File: config.mk
export PLATFORM = sky130hd
export DESIGN_NAME = multi_dac_driver
export DESIGN_NICKNAME = d
export VERILOG_FILES = /design/src/rtl/dac_pkg.sv /design/src/rtl/rr_pending_arbiter.sv /design/src/rtl/multi_dac_driver.sv
export SDC_FILE = /design/constraint.sdc
export NUM_CORES = 1
export LEC_CHECK = 0
export ABC_AREA = 1
export CAP_MARGIN = 10
export CORE_MARGIN = 5
export CORE_UTILIZATION = 45
export CTS_BUF_LIST = sky130_fd_sc_hd__clkbuf_2 sky130_fd_sc_hd__clkbuf_4 sky130_fd_sc_hd__clkbuf_8
export DETAILED_ROUTE_END_ITERATION = 10
export PLACE_DENSITY_LB_ADDON = 0.15
export SYNTH_ARGS = -nofsm -noshare
export SYNTH_HDL_FRONTEND = slang
export SYNTH_SLANG_ARGS = --single-unit
File: constraint.sdc
create_clock -name i_clk -period 1.82 [get_ports i_clk]
set_input_delay 0.182 -clock i_clk [delete_from_list [all_inputs] [get_ports i_clk]]
set_output_delay 0.182 -clock i_clk [all_outputs]
set_load 0.1 [all_outputs]
File: src/rtl/dac_pkg.sv
`default_nettype none
// ============================================================================
//  Module   : dac_pkg
//  Purpose  : Shared types and constants for the multi-channel serial DAC
//             driver: FSM state encoding, default parameter values and the
//             channel-index width helper.
//  Ports    : none (package)
//  Revision : 1.0  initial release
// ============================================================================
package dac_pkg;

   typedef enum logic [1:0] {
      IDLE  = 2'd0,
      SETUP = 2'd1,
      SHIFT = 2'd2,
      HOLD  = 2'd3
   } dac_state_e;

   localparam int DEF_NUM_CH    = 2;
   localparam int DEF_DATA_W    = 16;
   localparam int DEF_CLK_DIV   = 5;
   localparam int DEF_SYNC_IDLE = 2;
   localparam int DEF_REFRESH   = 0;

   // Channel index width; a single channel still gets a 1-bit index port.
   function automatic int ch_idx_w(input int n);
      return (n <= 1) ? 1 : $clog2(n);
   endfunction

endpackage
`default_nettype wire

File: src/rtl/rr_pending_arbiter.sv
`default_nettype none
// ============================================================================
//  Module   : rr_pending_arbiter
//  Purpose  : Combinational round-robin picker. Returns the first set bit of
//             i_pending strictly after i_last, wrapping around. Presenting an
//             all-ones vector yields the plain "next channel" sequence.
//  Ports    : i_pending  NUM_CH  request vector
//             i_last     CH_W    last-served channel index
//             o_grant    CH_W    selected channel index
//             o_any      1       a request was found
//  Revision : 1.0  initial release
// ============================================================================
module rr_pending_arbiter
   import dac_pkg::*;
#(
   parameter  int NUM_CH = DEF_NUM_CH,
   localparam int CH_W   = ch_idx_w(NUM_CH)
) (
   input  logic [NUM_CH-1:0] i_pending,
   input  logic [CH_W-1:0]   i_last,
   output logic [CH_W-1:0]   o_grant,
   output logic              o_any
);

   // Offset i=1 is the channel right after i_last, i=NUM_CH is i_last itself,
   // so the last-served channel has the lowest priority.
   always_comb begin
      o_grant = '0;
      o_any   = 1'b0;
      for (int i = 1; i <= NUM_CH; i++) begin
         for (int j = 0; j < NUM_CH; j++) begin
            if (!o_any && i_pending[j] && (j == ((int'(i_last) + i) % NUM_CH))) begin
               o_any   = 1'b1;
               o_grant = CH_W'(j);
            end
         end
      end
   end

endmodule
`default_nettype wire

File: src/rtl/multi_dac_driver.sv
`default_nettype none
// ============================================================================
//  Module   : multi_dac_driver
//  Purpose  : Multi-channel serial DAC driver. Per-channel sample writes land
//             in shadow registers and set a pending flag; a round-robin
//             arbiter picks the next channel and the FSM shifts the shadow
//             word MSB-first on a shared sclk/dout bus with a per-channel
//             active-low sync line. Optional continuous refresh.
//  Ports    : i_clk         1       block clock
//             i_reset       1       synchronous reset, active low
//             i_load_valid  1       write request
//             o_load_ready  1       write accepted when high with valid
//             i_load_ch     CH_W    target channel
//             i_load_data   DATA_W  sample word
//             o_load_err    1       pulse: handshake with out-of-range channel
//             o_sclk        1       serial clock, idles high
//             o_sync        NUM_CH  per-channel frame select, active low
//             o_dout        1       serial data
//             o_busy        1       FSM not idle
//             o_done        1       pulse at end of frame hold gap
//             o_done_ch     CH_W    channel of the completed frame
//  Revision : 1.0  initial release
// ============================================================================
module multi_dac_driver
   import dac_pkg::*;
#(
   parameter  int NUM_CH    = DEF_NUM_CH,
   parameter  int DATA_W    = DEF_DATA_W,
   parameter  int CLK_DIV   = DEF_CLK_DIV,
   parameter  int SYNC_IDLE = DEF_SYNC_IDLE,
   parameter  int REFRESH   = DEF_REFRESH,
   localparam int CH_W      = ch_idx_w(NUM_CH)
) (
   input  logic              i_clk,
   input  logic              i_reset,
   input  logic              i_load_valid,
   output logic              o_load_ready,
   input  logic [CH_W-1:0]   i_load_ch,
   input  logic [DATA_W-1:0] i_load_data,
   output logic              o_load_err,
   output logic              o_sclk,
   output logic [NUM_CH-1:0] o_sync,
   output logic              o_dout,
   output logic              o_busy,
   output logic              o_done,
   output logic [CH_W-1:0]   o_done_ch
);

   localparam int c_DIV_W  = (CLK_DIV <= 1) ? 1 : $clog2(CLK_DIV);
   localparam int c_BIT_W  = $clog2(DATA_W + 1);
   localparam int c_HOLD_W = (SYNC_IDLE <= 1) ? 1 : $clog2(SYNC_IDLE);
   localparam logic [CH_W-1:0] c_LAST_CH = CH_W'(NUM_CH - 1);

   dac_state_e          r_state;
   logic [c_DIV_W-1:0]  r_div;
   logic [c_BIT_W-1:0]  r_bitcnt;
   logic [c_HOLD_W-1:0] r_hold;
   logic [DATA_W-1:0]   r_shift;
   logic [DATA_W-1:0]   r_shadow [NUM_CH];
   logic [NUM_CH-1:0]   r_pending;
   logic [NUM_CH-1:0]   r_sync;
   logic [CH_W-1:0]     r_last;
   logic [CH_W-1:0]     r_cur;
   logic [CH_W-1:0]     r_done_ch;
   logic                r_sclk;
   logic                r_dout;
   logic                r_done;
   logic                r_err;

   logic                w_tick;
   logic                w_ch_ok;
   logic                w_wr_ok;
   logic                w_wr_bad;
   logic [CH_W-1:0]     w_pend_grant;
   logic                w_pend_any;
   logic [CH_W-1:0]     w_rr_grant;
   logic                w_rr_any;
   logic [CH_W-1:0]     w_sel_ch;
   logic                w_sel_any;
   logic                w_next_bit;

   assign o_load_ready = i_reset;
   assign w_tick       = (r_div == c_DIV_W'(CLK_DIV - 1));
   assign w_ch_ok      = (int'(i_load_ch) < NUM_CH);
   assign w_wr_ok      = i_load_valid && o_load_ready && w_ch_ok;
   assign w_wr_bad     = i_load_valid && o_load_ready && !w_ch_ok;

   // Pending requests always take priority; refresh only fills idle slots.
   // One register serves as both last-served channel and refresh pointer,
   // since every frame start updates them to the same value.
   rr_pending_arbiter #(.NUM_CH(NUM_CH)) u_arb_pend (
      .i_pending (r_pending),
      .i_last    (r_last),
      .o_grant   (w_pend_grant),
      .o_any     (w_pend_any)
   );

   rr_pending_arbiter #(.NUM_CH(NUM_CH)) u_arb_rr (
      .i_pending ({NUM_CH{1'b1}}),
      .i_last    (r_last),
      .o_grant   (w_rr_grant),
      .o_any     (w_rr_any)
   );

   assign w_sel_any = w_pend_any || ((REFRESH != 0) && w_rr_any);
   assign w_sel_ch  = w_pend_any ? w_pend_grant : w_rr_grant;

   generate
      if (DATA_W > 1) begin : g_next_bit
         assign w_next_bit = r_shift[DATA_W-2];
      end else begin : g_next_bit_w1
         assign w_next_bit = 1'b0;
      end
   endgenerate

   always_ff @(posedge i_clk) begin
      if (!i_reset) begin
         r_state   <= IDLE;
         r_div     <= '0;
         r_bitcnt  <= '0;
         r_hold    <= '0;
         r_shift   <= '0;
         r_pending <= '0;
         r_sync    <= '1;
         r_last    <= c_LAST_CH;
         r_cur     <= '0;
         r_done_ch <= '0;
         r_sclk    <= 1'b1;
         r_dout    <= 1'b0;
         r_done    <= 1'b0;
         r_err     <= 1'b0;
         for (int k = 0; k < NUM_CH; k++) begin
            r_shadow[k] <= '0;
         end
      end else begin
         r_done <= 1'b0;
         r_err  <= w_wr_bad;

         case (r_state)
            IDLE: begin
               r_div <= '0;
               if (w_sel_any) begin
                  r_shift             <= r_shadow[w_sel_ch];
                  r_dout              <= r_shadow[w_sel_ch][DATA_W-1];
                  r_pending[w_sel_ch] <= 1'b0;
                  r_cur               <= w_sel_ch;
                  r_last              <= w_sel_ch;
                  r_bitcnt            <= '0;
                  for (int k = 0; k < NUM_CH; k++) begin
                     r_sync[k] <= (CH_W'(k) != w_sel_ch);
                  end
                  r_state <= SETUP;
               end
            end

            SETUP: begin
               if (w_tick) begin
                  r_div   <= '0;
                  r_state <= SHIFT;
               end else begin
                  r_div <= r_div + 1'b1;
               end
            end

            SHIFT: begin
               if (w_tick) begin
                  r_div  <= '0;
                  r_sclk <= ~r_sclk;
                  if (r_sclk) begin
                     // Falling edge: the DAC latches the bit on dout.
                     r_bitcnt <= r_bitcnt + 1'b1;
                  end else if (r_bitcnt < c_BIT_W'(DATA_W)) begin
                     r_shift <= r_shift << 1;
                     r_dout  <= w_next_bit;
                  end else begin
                     r_sync  <= '1;
                     r_dout  <= 1'b0;
                     r_hold  <= '0;
                     r_state <= HOLD;
                  end
               end else begin
                  r_div <= r_div + 1'b1;
               end
            end

            HOLD: begin
               if (w_tick) begin
                  r_div <= '0;
                  if (r_hold == c_HOLD_W'(SYNC_IDLE - 1)) begin
                     r_done    <= 1'b1;
                     r_done_ch <= r_cur;
                     r_state   <= IDLE;
                  end else begin
                     r_hold <= r_hold + 1'b1;
                  end
               end else begin
                  r_div <= r_div + 1'b1;
               end
            end

            default: r_state <= IDLE;
         endcase

         // Placed after the FSM so a write coinciding with selection of the
         // same channel keeps it pending; the frame already took the old word.
         if (w_wr_ok) begin
            r_shadow[i_load_ch]  <= i_load_data;
            r_pending[i_load_ch] <= 1'b1;
         end
      end
   end

   assign o_load_err = r_err;
   assign o_sclk     = r_sclk;
   assign o_sync     = r_sync;
   assign o_dout     = r_dout;
   assign o_busy     = (r_state != IDLE);
   assign o_done     = r_done;
   assign o_done_ch  = r_done_ch;

endmodule
`default_nettype wire

==> results of run 1 <==
-- worst max path at each step --
| stage | endpoint | start |
|---|---|---|
| after CTS | o_busy | r_state[0]$_SDFFE_PN0P_ |
| final | o_busy | r_state[0]$_SDFFE_PN0P_ |
| after global routing | r_bitcnt[1]$_SDFFE_PN0P_ | r_state[1]$_SDFFE_PN0P_ |
| after detailed placement | r_shift[13]$_SDFFE_PN0P_ | r_state[0]$_SDFFE_PN0P_ |
| after global placement | r_shift[13]$_SDFFE_PN0P_ | r_state[0]$_SDFFE_PN0P_ |
| after floorplan | r_bitcnt[1]$_SDFFE_PN0P_ | o_sclk$_SDFFE_PN1P_ |
-- layer usage --
layer | vias up | part of all wire, % | track usage, %
li1 | 1349 | - | -
met3 | 12 | 3.5 | 3.59
met2 | 40 | 47 | 26.3
met5 | - | 0 | 0
met4 | 0 | 2.1 | 7.45
met1 | 1173 | 47 | 21.5
-- area by class of cell --
type / instances / area, um2 / area share [%]
sequential: 68 / 1680 / 43.7
clock buffer: 10 / 131 / 3.42
timing repair buffer: 38 / 395 / 10.3
multi-input combinational: 271 / 1250 / 32.6
clock inverter: 6 / 55.1 / 1.43
inverter: 54 / 203 / 5.27
tap: 99 / 124 / 3.22
-- Yosys cell counts (all sizes together) --
library cell  count  area (um2)
nor2             84         334
clkbuf            3        11.3
o31ai             1        7.51
nand2           103         394
buf              14        98.9
xnor2             1        8.76
ha                7        87.6
or2               1        6.26
o21ai             8        43.8
dfxtp            36         721
nand3            46         253
conb              1        3.75
nand3b            3        22.5
a21oi            10        53.8
edfxtp           32         961
nor3              1        5.00
nand4             5        31.3
inv              54         203
-- power by group --
part,leakage (nW),switching (mW),internal [mW]
Combinational,1.03,1.81,0.918
Sequential,0.610,0.165,1.91
Clock,0.0945,0.567,0.634
-- worst max-delay path: stages (launching register included) --
cell and delay [ns]:
dfxtp_1 0.37, inv_1 0.09, ha_1 0.30, inv_1 0.18, buf_12 0.19
-- registers in the layout, summed over array words and instances, names as in the netlist --
signal / flops
o_dout: 1
o_sync: 2
r_bitcnt: 5
r_div: 3
r_pending: 2
r_state: 2
o_done: 1
r_hold: 1
r_shadow: 32
o_sclk: 1
o_done_ch: 1
r_last: 1
r_shift: 15
r_cur: 1
-- cell families (layout without fill, tap and decap cells) --
logic type,Yosys count,after routing
buffers and inverters,71,108
other,1,1
XOR/XNOR,1,1
adder cells (fa/ha/maj),7,7
AND/OR/NAND/NOR,243,243
flip-flops,68,68
AO/OA/AOI/OAI,19,19
-- stage by stage --
step / std cells / util, % / setup slack [ns] / hold slack, ns
after global routing: 546 / 53.9 / 0.0136 / 0.462
after CTS: 546 / 53.8 / 0.154 / 0.448
after global placement: 530 / 51.2 / 0.234 / 0.433
final: 546 / 53.9 / 0.153 / 0.445
after floorplan: 410 / - / 0.0673 / 0.386
after detailed placement: 530 / 51.2 / 0.184 / 0.437
==> impl_metrics.env, run 1 <==
export IMPL_finalSetupTns_ns=0
export IMPL_cts_htree_levels=3
export IMPL_cp_arrival_ns=1.49
export IMPL_dpl_instance_area_um2=3650
export IMPL_synthAdderAreaFrac_pct=2.70
export IMPL_outcome="complete, no violations"
export IMPL_irDropWorstVdd_uv=549
export IMPL_ioPinCount=29
export IMPL_vias=2574
export IMPL_synth_xor_area_share_pct=0.270
export IMPL_die_height_um=94.9
export IMPL_cts_resized=0
export IMPL_setup_violations=0
export IMPL_synthMuxAreaShare_pct=0
export IMPL_tritoncts="done"
export IMPL_hold_buffers=0
export IMPL_fin_crit_sh_pct=91.6
export IMPL_cts_path_max_buffers=2
export IMPL_wl_mm=6.52
export IMPL_yosysWarnings=0
export IMPL_synth_top_family_by_area="simple AND/OR/NAND/NOR gates"
export IMPL_io_buffer_count=27
export IMPL_gp_congestion=0.783
export IMPL_powerDensity_nw_per_um2=1560
export IMPL_area_growth_syn_to_layout_pct=18.4
export IMPL_antennaDiodeCount=0
export IMPL_worst_setup_path_start_kind="register"
export IMPL_worstSetupPathType="register to primary output"
export IMPL_nNetsFinal=469
export IMPL_reg2regPathDepth=8
export IMPL_drive_gt1_share_pct=9.62
export IMPL_grt_pass1_wl_mm=11.4
export IMPL_ys_types=29
export IMPL_synth_compound_area_share_pct=3.24
export IMPL_fmax_mhz=600
export IMPL_rsz0062_at_grt="no"
export IMPL_grt_max_degree=31
export IMPL_finalClockSkew_ns=0.00900
export IMPL_die_area_um2=9010
export IMPL_ys_seq_area_share_pct=51.8
export IMPL_route_detailed_drc=0
export IMPL_rows=31
export IMPL_worstHoldEndpoint="r_div[0]$_SDFF_PP0_"
export IMPL_synth_avg_cell_area_um2=7.92
export IMPL_endpoint_kind="primary output"
export IMPL_clk_pin_slew_ns=0.07
export IMPL_antenna_found_initial=0
export IMPL_layout_commonest_cell="nand2_1"
export IMPL_drt_iter0_drc=102
export IMPL_grt_pass1_vias=2488
export IMPL_layout_common_cells="nand2_1 (102), nor2_1 (82), inv_1 (53)"
export IMPL_post_drt_wl_per_cell_um=11.9
export IMPL_min_delay_start="r_div[0]$_SDFF_PP0_"
export IMPL_design_area_um2=3840
export IMPL_coreArea_um2=7140
export IMPL_first_pass_iters=4
export IMPL_syn_inst=410
export IMPL_numCtsBuffers=9
export IMPL_post_cts_buffers=0
export IMPL_vias_per_cell=4.71
export IMPL_root_buffer="clkbuf_8"
export IMPL_p_leak_nw=1.74
export IMPL_min_path_type="register to register"
export IMPL_ant_nets=0
export IMPL_overflow=0
export IMPL_cts_sinks=68
export IMPL_slew_viol_final=0
export IMPL_synth_seq_cells=68
export IMPL_critPathMaxFanout=5
export IMPL_fp_dieW_um=94.9
export IMPL_min_path_cells=1
export IMPL_dp_hpwl_mm=4.35
export IMPL_synth_area_um2=3250
export IMPL_yosys_area_share_simple_pct=32.2
export IMPL_initial_utilization_pct=45.5
export IMPL_p_total_mw=6.00
export IMPL_crit_reg2reg_launch="r_state[0]$_SDFFE_PN0P_"
export IMPL_drv_cap=0
export IMPL_synth_nets=437
export IMPL_hold_violations=0
export IMPL_ff2ff_setup_slack_ns=0.22
export IMPL_clk_latency_ns=0.34
export IMPL_grt_use_total_pct=16.5
export IMPL_fillCellCount=712
export IMPL_fin_crit_ns=1.67
export IMPL_reg2reg_to="r_shift[13]$_SDFFE_PN0P_"
export IMPL_cp_required_ns=1.64
Note: power is estimated with default switching activity, not from simulation.
==> run 2: changes to the inputs <==
--- a/config.mk
+++ b/config.mk
@@ -14,4 +14,5 @@
 export PLACE_DENSITY_LB_ADDON = 0.15
 export SYNTH_ARGS = -nofsm -noshare
 export SYNTH_HDL_FRONTEND = slang
+export SYNTH_HIERARCHICAL = 1
 export SYNTH_SLANG_ARGS = --single-unit
==> run 2 against run 1 <==
  * Critical endpoint is now r_state[0]$_SDFFE_PN0P_
  * Sequential share of layout area is 2.9 points lower
  * Clock power is 17% higher
  * Critical path type is now register to register
  * Critical path depth is 4 higher
==> impl_metrics.env, run 2 <==
export IMPL_fin_crit_sh_pct=90.1
export IMPL_cts_htree_levels=3
export IMPL_io_buffer_count=27
export IMPL_drt_iter0_drc=103
export IMPL_cts_resized=0
export IMPL_grt_pass1_wl_mm=12.2
export IMPL_hold_buffers=0
export IMPL_cp_arrival_ns=1.92
export IMPL_powerDensity_nw_per_um2=1450
export IMPL_antennaDiodeCount=0
export IMPL_syn_inst=464
export IMPL_gp_congestion=0.790
export IMPL_cts_path_max_buffers=2
export IMPL_yosysWarnings=6
export IMPL_seqCellArea_um2=1690
export IMPL_first_pass_iters=4
export IMPL_die_area_um2=9580
export IMPL_irDropWorstVdd_uv=577
export IMPL_layout_common_cells="nand2_1 (106), inv_1 (82), nor2_1 (80)"
export IMPL_reg2regPathDepth=8
export IMPL_synth_area_um2=3470
export IMPL_post_cts_buffers=0
export IMPL_p_leak_nw=2.01
export IMPL_drv_cap=0
export IMPL_rsz0062_at_grt="no"
export IMPL_fin_ws_ns=0.181
export IMPL_regMostFlops="r_shadow"
export IMPL_outcome="complete, no violations"
export IMPL_initial_utilization_pct=45.7
export IMPL_largest_reg_flops=32
export IMPL_grt_max_degree=30
export IMPL_grt_use_total_pct=15.4
export IMPL_rows=32
export IMPL_fin_crit_ns=1.64
export IMPL_drive_gt1_share_pct=10.7
export IMPL_slew_viol_final=0
export IMPL_critPathMaxFanout=8
export IMPL_finalSetupTns_ns=0
export IMPL_worstSetupPathType="register to register"
export IMPL_worst_setup_path_start_kind="register"
export IMPL_ant_nets=0
export IMPL_root_buffer="clkbuf_8"
export IMPL_endpoint_kind="register"
export IMPL_cts_sinks=68
export IMPL_post_drt_wl_per_cell_um=11.6
export IMPL_layout_commonest_cell="nand2_1"
export IMPL_route_detailed_drc=0
export IMPL_finalClockSkew_ns=0.0122
export IMPL_reg_top3="r_shadow (32), r_shift (15), r_bitcnt (5)"
export IMPL_nNetsFinal=528
export IMPL_fillCellCount=751
export IMPL_clk_latency_ns=0.34
export IMPL_wl_mm=7.00
export IMPL_final_util_pct=54.2
export IMPL_area_growth_syn_to_layout_pct=18.7
export IMPL_dp_hpwl_mm=4.96
export IMPL_fp_dieW_um=97.9
export IMPL_overflow=0
export IMPL_min_path_type="register to register"
export IMPL_vias_per_cell=4.63
export IMPL_tritoncts="done"
export IMPL_ioPinCount=29
export IMPL_clk_pin_slew_ns=0.08
export IMPL_vias=2799
export IMPL_numCtsBuffers=9
export IMPL_fmax_mhz=610
export IMPL_synth_avg_cell_area_um2=7.49
export IMPL_cp_required_ns=2.10
export IMPL_min_path_cells=1
export IMPL_antenna_found_initial=0
export IMPL_coreArea_um2=7610
export IMPL_setup_violations=0
export IMPL_die_height_um=97.9
export IMPL_post_place_ws_ns=0.0504
export IMPL_grt_pass1_vias=2692
export IMPL_hold_violations=0
export IMPL_multi_input_area_um2=1380
[run 2: cell types whose count changed in the layout (fill, tap and decap cells not counted), moves of 3 or more]
cell / delta
buf_4: +3
dfxtp_1: -3
dfxtp_2: +3
ha_1: +3
inv_1: +29
nand2_1: +4
nand2_2: +7
nand3_1: +14
o21ai_0: -3
[run 2: layer usage]
metal / up-vias / part of all wire [%] / track usage, %
li1: 1489 / - / -
met1: 1231 / 48 / 20.0
met2: 67 / 45 / 25.2
met3: 12 / 5.7 / 4.43
met4: 0 / 1.1 / 4.37
met5: - / 0 / 0
[run 2: final cells by class]
| type | count | area share, % |
|---|---|---|
| clock inverters | 7 | 2.43 |
| well taps | 102 | 3.09 |
| multi-input cells | 295 | 33.5 |
| flip-flops and latches | 68 | 40.9 |
| repair buffers | 40 | 9.43 |
| inverters | 84 | 7.70 |
| clock buffers | 9 | 3.00 |
[run 2: metrics by stage]
| stage | total power, mW | instance area, um2 | hold WS, ns | instances |
|---|---|---|---|---|
| global placement | 4.57 | 3880 | 0.433 | 589 |
| floorplan | 4.05 | 3480 | 0.402 | 465 |
| detailed placement | 4.61 | 3880 | 0.445 | 589 |
| finish | 5.98 | 4130 | 0.450 | 605 |
| global route | 6.46 | 4130 | 0.480 | 605 |
| CTS | 6.01 | 4110 | 0.458 | 605 |
[run 2: path summary, 6_finish.rpt]
| kind | end | slack [ns] | from |
|---|---|---|---|
| max | r_state[0]$_SDFFE_PN0P_ | 0.18 | r_state[0]$_SDFFE_PN0P_ |
| min reg2reg | r_div[0]$_SDFF_PP0_ | 0.45 | r_div[0]$_SDFF_PP0_ |
| max reg2reg | r_state[0]$_SDFFE_PN0P_ | 0.18 | r_state[0]$_SDFFE_PN0P_ |
| min | r_div[0]$_SDFF_PP0_ | 0.45 | r_div[0]$_SDFF_PP0_ |
[run 2: power by group]
group          internal [mW]  switching [mW]
combinational          0.877            1.66
sequential              1.89           0.157
clock                  0.778           0.620
total                   3.55            2.43
[run 2: critical path, cell delays in order (launching register included)]
cell,delay (ns)
dfxtp_2,0.37
inv_1,0.10
ha_1,0.31
inv_2,0.19
nand2_1,0.10
o21ai_1,0.20
and2_1,0.18
nor2_1,0.05
nor2_1,0.08
==> run 3: changes to the inputs <==
--- a/config.mk
+++ b/config.mk
@@ -11,6 +11,7 @@
 export CORE_UTILIZATION = 45
 export CTS_BUF_LIST = sky130_fd_sc_hd__clkbuf_2 sky130_fd_sc_hd__clkbuf_4 sky130_fd_sc_hd__clkbuf_8
 export DETAILED_ROUTE_END_ITERATION = 10
+export GPL_TIMING_DRIVEN = 0
 export PLACE_DENSITY_LB_ADDON = 0.15
 export SYNTH_ARGS = -nofsm -noshare
 export SYNTH_HDL_FRONTEND = slang
==> run 3 against run 2 <==
  * Clock skew fell by 0.0038 ns
  * First-iteration DRC count is 12% higher
  * Count of clock-buffer cells in the layout stayed put
  * Cell count grew 0.83%
  * Power grew 0.53%
  * Critical path depth down 7
  * Sequential share of layout area barely moved
  * Worst hold slack worse by 0.0055 ns
  * Sequential power about the same
  * Final area about the same
==> impl_metrics.env, run 3 (synthesis gave the netlist of run 2 again) <==
export IMPL_outcome="complete, no violations"
export IMPL_met2_usage_pct=25.0
export IMPL_fillCellCount=733
export IMPL_finalClockSkew_ns=0.00839
export IMPL_p_leak_nw=2.02
export IMPL_critPathMaxFanout=5
export IMPL_worstSetupPathType="register to primary output"
export IMPL_layout_commonest_cell="nand2_1"
export IMPL_irDropWorstVdd_uv=609
export IMPL_drv_cap=0
export IMPL_critPathTopFamily="buffers and inverters"
export IMPL_rows=32
export IMPL_post_place_ws_ns=-0.705
export IMPL_regMostFlops="r_shadow"
export IMPL_endpoint_kind="primary output"
export IMPL_powerDensity_nw_per_um2=1460
export IMPL_dpl_instance_area_um2=3880
export IMPL_cts_sinks=68
export IMPL_layout_common_cells="nand2_1 (107), inv_1 (82), nor2_1 (80)"
export IMPL_clk_pin_slew_ns=0.07
export IMPL_seqCellArea_um2=1690
export IMPL_fin_crit_ns=1.74
export IMPL_worst_setup_path_start_kind="register"
export IMPL_fmax_mhz=574
export IMPL_die_height_um=97.9
export IMPL_ant_nets=0
export IMPL_die_area_um2=9580
export IMPL_hold_violations=0
export IMPL_wl_mm=6.97
export IMPL_drt_iter0_drc=115
export IMPL_slowest_stage="dlygate4sd2_1"
export IMPL_cp_buffers_inverters=1
export IMPL_largest_reg_flops=32
export IMPL_clk_latency_ns=0.34
export IMPL_reg_top3="r_shadow (32), r_shift (15), r_bitcnt (5)"
export IMPL_cts_path_max_buffers=2
export IMPL_vias_per_cell=4.59
export IMPL_drive_gt1_share_pct=10.0
export IMPL_grt_busiest_layer="met2"
export IMPL_first_pass_iters=5
export IMPL_initial_utilization_pct=45.7
export IMPL_grt_pass1_vias=2716
export IMPL_fin_crit_sh_pct=95.8
export IMPL_tritoncts="done"
export IMPL_slew_viol_final=0
export IMPL_setup_violations=0
export IMPL_grt_pass1_wl_mm=12.2
export IMPL_worst_slew_pin_slew_ns=0.954
export IMPL_route_detailed_drc=0
export IMPL_hold_worst_slack_ns=0.444
export IMPL_numCtsBuffers=9
export IMPL_root_buffer="clkbuf_8"
export IMPL_antennaDiodeCount=0
export IMPL_finalSetupTns_ns=0
export IMPL_use_met1_pct=20.1
export IMPL_fp_dieW_um=97.9
export IMPL_cts_htree_levels=3
export IMPL_vias=2799
export IMPL_dp_hpwl_mm=5.15
export IMPL_overflow=0
export IMPL_rsz0062_at_grt="no"
export IMPL_post_drt_wl_per_cell_um=11.4
export IMPL_multi_input_area_um2=1380
export IMPL_cp_required_ns=1.64
export IMPL_hold_buffers=0
export IMPL_io_buffer_count=27
export IMPL_maxSlewHeadroom_pct=36.6
export IMPL_min_path_type="register to register"
export IMPL_cp_arrival_ns=1.56
export IMPL_gp_congestion=0.832
export IMPL_area_growth_syn_to_layout_pct=18.6
export IMPL_coreArea_um2=7610
export IMPL_nNetsFinal=533
export IMPL_path_cells="dlygate4sd2_1"
export IMPL_max_stage_delay_ns=0.86
export IMPL_fin_ws_ns=0.0773
export IMPL_grt_max_degree=17
export IMPL_met3_usage_pct=3.71
export IMPL_design_area_um2=4120
export IMPL_p_total_mw=6.01
export IMPL_ioPinCount=29
export IMPL_antenna_found_initial=0
export IMPL_grt_use_total_pct=15.7
-- run 3: cell types whose count changed in the layout (fill, tap and decap cells not counted), moves of 2 or more --
| cell | before | now |
|---|---|---|
| buf_4 | 17 | 6 |
| buf_2 | 0 | 8 |
| dlygate4sd2_1 | 0 | 6 |
| buf_12 | 3 | 0 |
| clkbuf_2 | 0 | 3 |
| clkinvlp_4 | 3 | 1 |
-- run 3: cell type report --
cell class | instances | share of cell area, %
Clock inverter | 7 | 2.79
Tap cell | 102 | 3.10
Clock buffer | 9 | 3.01
Buffer | 18 | 2.76
Sequential cell | 68 | 40.9
Timing Repair Buffer | 27 | 6.19
Multi-Input combinational cell | 295 | 33.5
Inverter | 84 | 7.71
-- run 3: worst paths after layout --
check,from,endpoint,slack (ns),depth (start not counted)
max reg2reg,r_state[0]$_SDFFE_PN0P_,r_shift[3]$_SDFFE_PN0P_,0.12,8
min,o_done_ch$_SDFFE_PN0P_,o_done_ch$_SDFFE_PN0P_,0.44,2
min reg2reg,o_done_ch$_SDFFE_PN0P_,o_done_ch$_SDFFE_PN0P_,0.44,2
max,o_sclk$_SDFFE_PN1P_,o_sclk,0.08,1
-- run 3: report_power, final --
group          internal [mW]  switching [mW]  leakage, nW
registers               1.89           0.160        0.610
clock network          0.905           0.578        0.117
logic                  0.822            1.65         1.30
-- run 3: routing by layer --
layer  vias up  wire length [um]
met1      1234              3260
met5         -                 0
met4         0               100
met2        58              3290
met3         8               324
li1       1499                 -
-- run 3: metrics by stage --
stage	instances	util, %
3_5_place_dp	594	51.0
3_3_place_gp	594	51.0
5_1_grt	610	54.2
2_1_floorplan	465	-
6_report	610	54.2
4_1_cts	610	54.1
-- run 3: repair_timing --
item | 4_1_cts | 5_1_grt
endpoints found under the setup margin | 40 | 31
resized for setup | 18 | 7
buffers inserted | 0 | 0
